--- src/rtl/byte_serial_adder_if.sv ---
// Operand request and result/flags handshake bundle for byte_serial_adder.
// master drives operands and takes results; slave is the adder side.
interface byte_serial_adder_if #(
    parameter int WIDTH = 32
);
    logic             in_valid;
    logic             in_ready;
    logic [WIDTH-1:0] op_a;
    logic [WIDTH-1:0] op_b;
    logic             sub;
    logic             out_valid;
    logic             out_ready;
    logic [WIDTH-1:0] sum;
    logic             carry_out;
    logic             overflow;
    logic             zero;
    logic             negative;

    modport master (
        output in_valid, op_a, op_b, sub, out_ready,
        input  in_ready, out_valid, sum, carry_out, overflow, zero, negative
    );

    modport slave (
        input  in_valid, op_a, op_b, sub, out_ready,
        output in_ready, out_valid, sum, carry_out, overflow, zero, negative
    );
endinterface

--- src/rtl/byte_serial_adder.sv ---
// Purpose: WIDTH-bit add/subtract, one byte per cycle through a shared 8-bit lookahead slice.
// Latency: NSLICE cycles from operand accept to out_valid; one operation in flight at a time.
// Backpressure: holds result and flags in DONE until out_ready; in_ready only while idle.
module byte_serial_adder #(
    parameter int WIDTH = 32
) (
    input  logic                clk,
    input  logic                rst_n,
    byte_serial_adder_if.slave  bus
);
    localparam int NSLICE = WIDTH / 8;
    localparam int IDXW   = (NSLICE > 1) ? $clog2(NSLICE) : 1;
    localparam logic [IDXW-1:0] LAST_IDX = IDXW'(NSLICE - 1);

    typedef enum logic [1:0] {IDLE, RUN, DONE} state_t;

    state_t            state_q, state_d;
    logic [WIDTH-1:0]  a_q, a_d;
    logic [WIDTH-1:0]  b_q, b_d;
    logic              c_q, c_d;
    logic [IDXW-1:0]   idx_q, idx_d;
    logic [WIDTH-1:0]  sum_q, sum_d;
    logic              carry_q, carry_d;
    logic              ovf_q, ovf_d;
    logic              zero_q, zero_d;
    logic              neg_q, neg_d;

    logic [7:0] a_byte, b_byte, p, g, cc, byte_sum;
    logic       term, pp;

    // Lookahead slice: every carry is a flat sum of products over the byte and c_q.
    always_comb begin
        a_byte   = a_q[8*idx_q +: 8];
        b_byte   = b_q[8*idx_q +: 8];
        p        = a_byte ^ b_byte;
        g        = a_byte & b_byte;
        cc       = '0;
        term     = 1'b0;
        pp       = 1'b0;
        for (int k = 0; k < 8; k++) begin
            term = g[k];
            pp   = p[k];
            for (int j = k - 1; j >= 0; j--) begin
                term = term | (pp & g[j]);
                pp   = pp & p[j];
            end
            cc[k] = term | (pp & c_q);
        end
        byte_sum[0]   = p[0] ^ c_q;
        byte_sum[7:1] = p[7:1] ^ cc[6:0];
    end

    always_comb begin
        state_d = state_q;
        a_d     = a_q;
        b_d     = b_q;
        c_d     = c_q;
        idx_d   = idx_q;
        sum_d   = sum_q;
        carry_d = carry_q;
        ovf_d   = ovf_q;
        zero_d  = zero_q;
        neg_d   = neg_q;
        case (state_q)
            IDLE: begin
                if (bus.in_valid) begin
                    a_d     = bus.op_a;
                    b_d     = bus.op_b ^ {WIDTH{bus.sub}};
                    c_d     = bus.sub;
                    idx_d   = '0;
                    state_d = RUN;
                end
            end
            RUN: begin
                sum_d[8*idx_q +: 8] = byte_sum;
                c_d   = cc[7];
                idx_d = idx_q + 1'b1;
                if (idx_q == LAST_IDX) begin
                    // Flags see the full result including the byte written this cycle.
                    carry_d = cc[7];
                    ovf_d   = cc[6] ^ cc[7];
                    neg_d   = sum_d[WIDTH-1];
                    zero_d  = (sum_d == '0);
                    idx_d   = '0;
                    state_d = DONE;
                end
            end
            DONE: begin
                if (bus.out_ready) begin
                    state_d = IDLE;
                end
            end
            default: state_d = IDLE;
        endcase
    end

    always_ff @(posedge clk or negedge rst_n) begin
        if (!rst_n) begin
            state_q <= IDLE;
            a_q     <= '0;
            b_q     <= '0;
            c_q     <= 1'b0;
            idx_q   <= '0;
            sum_q   <= '0;
            carry_q <= 1'b0;
            ovf_q   <= 1'b0;
            zero_q  <= 1'b0;
            neg_q   <= 1'b0;
        end else begin
            state_q <= state_d;
            a_q     <= a_d;
            b_q     <= b_d;
            c_q     <= c_d;
            idx_q   <= idx_d;
            sum_q   <= sum_d;
            carry_q <= carry_d;
            ovf_q   <= ovf_d;
            zero_q  <= zero_d;
            neg_q   <= neg_d;
        end
    end

    assign bus.in_ready  = (state_q == IDLE);
    assign bus.out_valid = (state_q == DONE);
    assign bus.sum       = sum_q;
    assign bus.carry_out = carry_q;
    assign bus.overflow  = ovf_q;
    assign bus.zero      = zero_q;
    assign bus.negative  = neg_q;
endmodule
--- src/flat_wrapper.sv ---
// flat-port wrapper written by rule: the top's interface ports become plain ports
module byte_serial_adder_flat 
#(
    parameter int WIDTH = 32
)
  (clk, rst_n, bus_in_valid, bus_op_a, bus_op_b, bus_sub, bus_out_ready, bus_in_ready, bus_out_valid, bus_sum, bus_carry_out, bus_overflow, bus_zero, bus_negative);
  byte_serial_adder_if #(.WIDTH(WIDTH)) bus_i ();
  input  logic clk;
  input  logic rst_n;
  input wire logic [$bits(bus_i.in_valid)-1:0] bus_in_valid;
  input wire logic [$bits(bus_i.op_a)-1:0] bus_op_a;
  input wire logic [$bits(bus_i.op_b)-1:0] bus_op_b;
  input wire logic [$bits(bus_i.sub)-1:0] bus_sub;
  input wire logic [$bits(bus_i.out_ready)-1:0] bus_out_ready;
  output wire logic [$bits(bus_i.in_ready)-1:0] bus_in_ready;
  output wire logic [$bits(bus_i.out_valid)-1:0] bus_out_valid;
  output wire logic [$bits(bus_i.sum)-1:0] bus_sum;
  output wire logic [$bits(bus_i.carry_out)-1:0] bus_carry_out;
  output wire logic [$bits(bus_i.overflow)-1:0] bus_overflow;
  output wire logic [$bits(bus_i.zero)-1:0] bus_zero;
  output wire logic [$bits(bus_i.negative)-1:0] bus_negative;
  assign bus_i.in_valid = bus_in_valid;
  assign bus_i.op_a = bus_op_a;
  assign bus_i.op_b = bus_op_b;
  assign bus_i.sub = bus_sub;
  assign bus_i.out_ready = bus_out_ready;
  assign bus_in_ready = bus_i.in_ready;
  assign bus_out_valid = bus_i.out_valid;
  assign bus_sum = bus_i.sum;
  assign bus_carry_out = bus_i.carry_out;
  assign bus_overflow = bus_i.overflow;
  assign bus_zero = bus_i.zero;
  assign bus_negative = bus_i.negative;
  byte_serial_adder #(.WIDTH(WIDTH)) u_core (.clk(clk), .rst_n(rst_n), .bus(bus_i));
endmodule
--- config.mk ---
export PLATFORM = sky130hd
export DESIGN_NAME = byte_serial_adder_flat
export DESIGN_NICKNAME = d
export VERILOG_FILES = /design/src/rtl/byte_serial_adder_if.sv /design/src/rtl/byte_serial_adder.sv /design/src/flat_wrapper.sv
export SDC_FILE = /design/constraint.sdc
export NUM_CORES = 1
export LEC_CHECK = 0
export CAP_MARGIN = 25
export CORE_AREA = 2 2 124 126
export CTS_CLUSTER_SIZE = 12
export DETAILED_ROUTE_END_ITERATION = 12
export DIE_AREA = 0 0 126 128
export GPL_TIMING_DRIVEN = 0
export PLACE_DENSITY = 0.55
export SETUP_SLACK_MARGIN = 0.2
export SYNTH_ARGS = -nofsm -noshare
export SYNTH_HDL_FRONTEND = slang
export SYNTH_SLANG_ARGS = --single-unit
--- constraint.sdc ---
create_clock -name clk -period 6.2 [get_ports clk]
set_input_delay 0.93 -clock clk [delete_from_list [all_inputs] [get_ports clk]]
set_output_delay 0.93 -clock clk [all_outputs]
set_load 0.02 [all_outputs]
# Yosys cells after proc, flatten, opt, wreduce, memory -nomap -nowiden
# Cells that the tools add are included.
# totals
register_bits	105
in_bits	69
out_inout_bits	38
elab_cells	145
# classes
addsub	2
eq_ne	6
shift	4
muxes	10
n_bitwise	106
reduce_logical	7
# op_table
op	n
AND 1 bit	64
variable part select 32 x 6 -> 8 bit	2
bitwise OR 1 bit	36
negator 5 -> 34 bit	1
variable shift 8 x 34 -> 32 bit, first input constant	1
variable part select 8 x 34 -> 32 bit	1
bitwise mux 32 bit	1
zero test 32 bit	1
XOR 32 bit	1
two-way mux 2 bit	5
AND 8 bit	1
XOR 8 bit	1
XOR 7 bit	1
one-hot mux 2 bit (3 select lines)	1
AND reduction 2 bit	3
equality test 2 bit, second input constant	2
inequality test 2 bit, second input constant	2
one-hot mux 2 bit (2 select lines)	1
AND reduction 3 bit	1
adder 2 x 1 -> 2 bit, second input constant	1
equality test 2 x 1 -> 1 bit, second input constant	1
zero test 2 bit	1
inequality test 2 x 1 -> 1 bit, second input constant	1
one-hot mux 1 bit (2 select lines)	1
other kinds (3)	4

# Logic depth before layout (Yosys ltp)
# logic_depth
depth_word	14
mapped_depth	10
depth_no_buf	8

# Least setup slack after synthesis
# Ideal clock, no wire load.
# synth_timing
kind	reg2reg
startpoint	register u_core.idx_q[0]
endpoint	register u_core.zero_q (netlist: u_core.bus.zero)
setup_ps	92
arrival_time_ps	3631
required_ps	6108
slack_ps	2477
path_stages_with_launch	11
path_buffers	2
period_less_slack_ps	3723
cell_sequence	dfrtp_1 > clkbuf_1 > buf_1 > mux4_2 > ha_1 > a211oi_4 > nor3_2 > or3_4 > xor2_2 > or4_4 > o31ai_2
# synth_via
elab_chain_len	14
word_cells_on_any_way	90
cone_classes	1 x add/sub; 1 x eq/ne; 4 x shift; 1 x mux; 81 x bitwise; 2 x reduce/logical
# synth_rtl
element	line_no	text
start, declared	byte_serial_adder.sv:21	logic [IDXW-1:0] idx_q, idx_d;
start signal, assigned	byte_serial_adder.sv:114	idx_q <= idx_d;
variable part select 32 x 6 -> 8 bit, on equally long branches	byte_serial_adder.sv:33, byte_serial_adder.sv:34	
XOR 8 bit / AND 8 bit (equally long branches)	byte_serial_adder.sv:35, byte_serial_adder.sv:36	
AND 1 bit, on equally long branches	byte_serial_adder.sv:44, byte_serial_adder.sv:45	
bitwise OR 1 bit (tied with other cells) (5 in series)	byte_serial_adder.sv:44	term = term | (pp & g[j]);
bitwise OR 1 bit / AND 1 bit (equally long branches)	byte_serial_adder.sv:44, byte_serial_adder.sv:47	
bitwise OR 1 bit	byte_serial_adder.sv:47	cc[k] = term | (pp & c_q);
XOR 7 bit	byte_serial_adder.sv:50	byte_sum[7:1] = p[7:1] ^ cc[6:0];
variable part select 8 x 34 -> 32 bit	byte_serial_adder.sv:75	sum_d[8*idx_q +: 8] = byte_sum;
bitwise mux 32 bit	byte_serial_adder.sv:75	
zero test 32 bit	byte_serial_adder.sv:83	zero_d = (sum_d == '0);
end signal, assigned	byte_serial_adder.sv:118	zero_q <= zero_d;
end, declared	byte_serial_adder.sv:25	logic zero_q, zero_d;
# Parallel ways exist; a longest one is shown, timed or not.
# A chain may end at the register's enable or synchronous reset.

# Final worst setup path
# layout_timing
startpoint	register u_core.idx_q[1]
endpoint	register u_core.neg_q (netlist: u_core.bus.negative)
# layout_via
elab_chain_len	13
word_cells_on_any_way	89
cone_classes	1 x add/sub; 1 x eq/ne; 4 x shift; 1 x mux; 81 x bitwise; 1 x reduce/logical
# layout_rtl
element	line_no	text
variable part select 32 x 6 -> 8 bit, on equally long branches	byte_serial_adder.sv:33, byte_serial_adder.sv:34	
XOR 8 bit / AND 8 bit (equally long branches)	byte_serial_adder.sv:35, byte_serial_adder.sv:36	
AND 1 bit, on equally long branches	byte_serial_adder.sv:44, byte_serial_adder.sv:45	
bitwise OR 1 bit (tied with other cells) (5 in series)	byte_serial_adder.sv:44	
bitwise OR 1 bit / AND 1 bit (equally long branches)	byte_serial_adder.sv:44, byte_serial_adder.sv:47	
bitwise OR 1 bit	byte_serial_adder.sv:47	
XOR 7 bit	byte_serial_adder.sv:50	
variable part select 8 x 34 -> 32 bit	byte_serial_adder.sv:75	
bitwise mux 32 bit	byte_serial_adder.sv:75	
end signal, assigned	byte_serial_adder.sv:119	neg_q <= neg_d;
end, declared	byte_serial_adder.sv:26	logic neg_q, neg_d;
# Parallel ways exist; a longest one is shown, timed or not.

==> results.md <==
* Status: finished clean
* Place WS at about 1700 ps
* Bufs on Longest Clock Path at 2
* Slowest-stage cell, CP: clkbuf_1
* Fmax at around 0.24 GHz
* Clock sinks at 105
* Max cap viols at 0
* Root buf cell: clkbuf_16
* Die area at between 15000 and 20000 um2
* Number of global-route vias before repair at 3692
* N_diodes at 0
* Gate Count Post-Synth at ~410
* Post-cts sizing count at 0
* Core area at 14900 um2
* Final Hold Violating Endpoints at 0
* Critical path endpoint category: flip-flop
* Period utilization at 0.666
* Post-Place Cell Area at 6380 um2
* Critical-path maximum fanout at 10
* Worst-Margin Slew at approximately 920 ps
* Row cnt at 45
* Post-CTS setup buffers at 0
* DR iter-0 viols at about 170
* Port bufs at 105
* Max stage delay on crit path at 610 ps
* Pin count of the biggest net entering global routing at between 70 and 80
* FF-to-FF path depth at 10
* DR vias at around 3600
* Die height at roughly 130 um
* Placer congestion estimate at about 0.8
* Worst Path Class, Setup: flip-flop to flip-flop
* Netlist Area Pre-Place at 5070 um2
* DRT Wirelength at approximately 13000 um
* Register bit count reported by yosys at 105
* R2r endpoint: u_core.bus.negative
* Initial Util at 0.341
* LEAKAGE at roughly 2.7 nW
* DPL Wire Length at 9370 um
* CTS Buf Count at 9
* Clk_lat worst skew at around 340 ps
* Final setup fails at 0
* Synth area leader: dfrtp_1
* Vias per cell at roughly 5
* WP data required at around 6400 ps
* Inst Count DP at between 700 and 800
* Ports at roughly 110
* Buf+Inv Stages, Crit Path at 2
* Setup TNS at 0 ps
* Minimum clock period at between 4000 and 5000 ps
* FF-to-FF Start: u_core.idx_q[1]
* First-pass GRT wire length at approximately 20000 um
* Critical path's top delay family: compound AO/OA/AOI/OAI gates
* Hold endpoint: u_core.bus.negative
* Total global-route track usage at 0.160
* Fraction of registers with async set/reset at 1.00
* WHS at roughly 490 ps
* Synth top area cells: dfrtp_1, mux2_2, mux4_2, xnor2_1, a22o_1
* Synth unique cells at between 40 and 50
* Layout cells sized above 1 at 0.144
* Cell Chain, Critical Path: clkbuf_1, clkbuf_1, mux4_2, ha_1, a21oi_1, o21ai_0, a2111oi_2, xnor2_1, a41oi_1, o21ai_0
* Max Slew Vio Count at 0
* CP Launch Type: flip-flop
* Worst hold path class: flip-flop to flip-flop
* Post-synth net total at a little under 500
* Area growth syn-to-layout at 32.0%
* EDFF count, synth at 0
* Seq/Total Area, Yosys at 0.518
* Chip width at 126 um
* Top-area cell type share of the netlist area at 0.518
* Synth warn at 0
* Fill cell count at 1450
* Clock Skews at between 4 and 5 ps
* Pwr dens at around 620 nW/um2
* Rel. slew slack at 0.380
* WHS Path Cells at 2
* Hold-fix buffers, CTS at 0
* Most frequent cell after synthesis: dfrtp_1
* Antenna viol nets, final at 0
* Hold wc startpoint: u_core.bus.negative
* # DRC at 0
* Synth cell count leaders: dfrtp_1, nor2_1, a21oi_1, xnor2_1, mux2_2
* First drt pass iteration count at 4
* Non-Filler Instances at 723
* Final core utilization at 0.450
* Wirelength per Cell at roughly 17 um
* RSZ-0062 raised after global routing: no
* Initial antenna violation count at 0
* Final instance area at 6690 um2
* Crit path DAT at 4350 ps
* R2r setup slk at roughly 2100 ps
* Final WS setup at approximately 2100 ps
* Clk pin slew, worst setup/hold paths at around 70 ps
* Syn avg cell area at ~12 um2
* Most used flip-flop cell after synthesis: dfrtp_1
* H-tree levels at 3
* Max VDD drop at about 0.48 mV
* Overall Power at 4.15 mW
* GRT overflow at 0
* Fin nets at around 620
* CTS tree: built
[worst max-delay path by stage]
stage	startpoint	depth (start not counted)	endpoint
floorplan	u_core.idx_q[0]	10	u_core.bus.zero
global placement	rst_n	1	u_core.b_q[0]
detailed placement	u_core.idx_q[0]	10	u_core.bus.negative
CTS	u_core.idx_q[0]	10	u_core.bus.negative
global route	u_core.idx_q[1]	10	u_core.bus.negative
finish	u_core.idx_q[1]	10	u_core.bus.negative
[state kept, by name, indices dropped and copies added (netlist names)]
register,cells
u_core.bus.zero,1
u_core.bus.negative,1
u_core.idx_q,2
u_core.bus.sum,32
u_core.b_q,32
u_core.bus.overflow,1
u_core.bus.carry_out,1
u_core.state_q,2
u_core.a_q,32
u_core.c_q,1
[worst reg2reg max path, delay by kind of cell, from the launching register on]
kind	cells	cell delay [ps]
buffers and inverters	2	1050
AO/OA/AOI/OAI	5	1380
adder cells (fa/ha/maj)	1	370
XOR/XNOR	1	370
multiplexers	1	450
flip-flops	1	390
[cell families after synthesis]
family	after synthesis	share of synthesized area
buf+inv	26	0.0195
fa+ha+maj	16	0.0410
mux	49	0.144
compound gates	92	0.127
simple gates	86	0.0834
flops	105	0.518
xor+xnor	38	0.0671
[cell type report]
cell class,count,area [um2],area share
well taps,188,235,0.0352
repair buffers,108,1110,0.165
plain buffers,22,83.8,0.0125
clock buffers,12,236,0.0353
inverters,4,15.0,0.00224
multi-input cells,281,2340,0.350
clock inverters,3,42.5,0.00636
flip-flops and latches,105,2630,0.393
[power breakdown]
group / total [mW] / switching, mW / internal [mW]
logic: 2.43 / 1.43 / 1.01
clock network: 0.554 / 0.243 / 0.311
registers: 1.16 / 0.179 / 0.979
[per-layer routing]
layer	wire [um]	track usage
met3	625	0.0338
met5	0	0
met4	179	0.0498
met1	5780	0.215
met2	6040	0.262
[placed cells by master, fill, tap and decap left out, drive strengths merged, types with 2 or more instances in the layout]
cell type	netlist	final
a21oi	41	41
nand3	2	2
nor2	43	43
nand2	12	12
mux2	32	32
clkbuf	13	25
nand3b	2	2
o31ai	3	3
ha	15	15
xor2	3	3
clkdlybuf4s50	0	104
buf	9	13
nor3	5	5
mux4	16	16
a22o	32	32
o21ai	7	7
nor4	9	9
nand2b	3	3
inv	4	4
dfrtp	105	105
nor2b	4	4
xnor2	35	35
No activity file was read; power rests on OpenSTA's default activity.
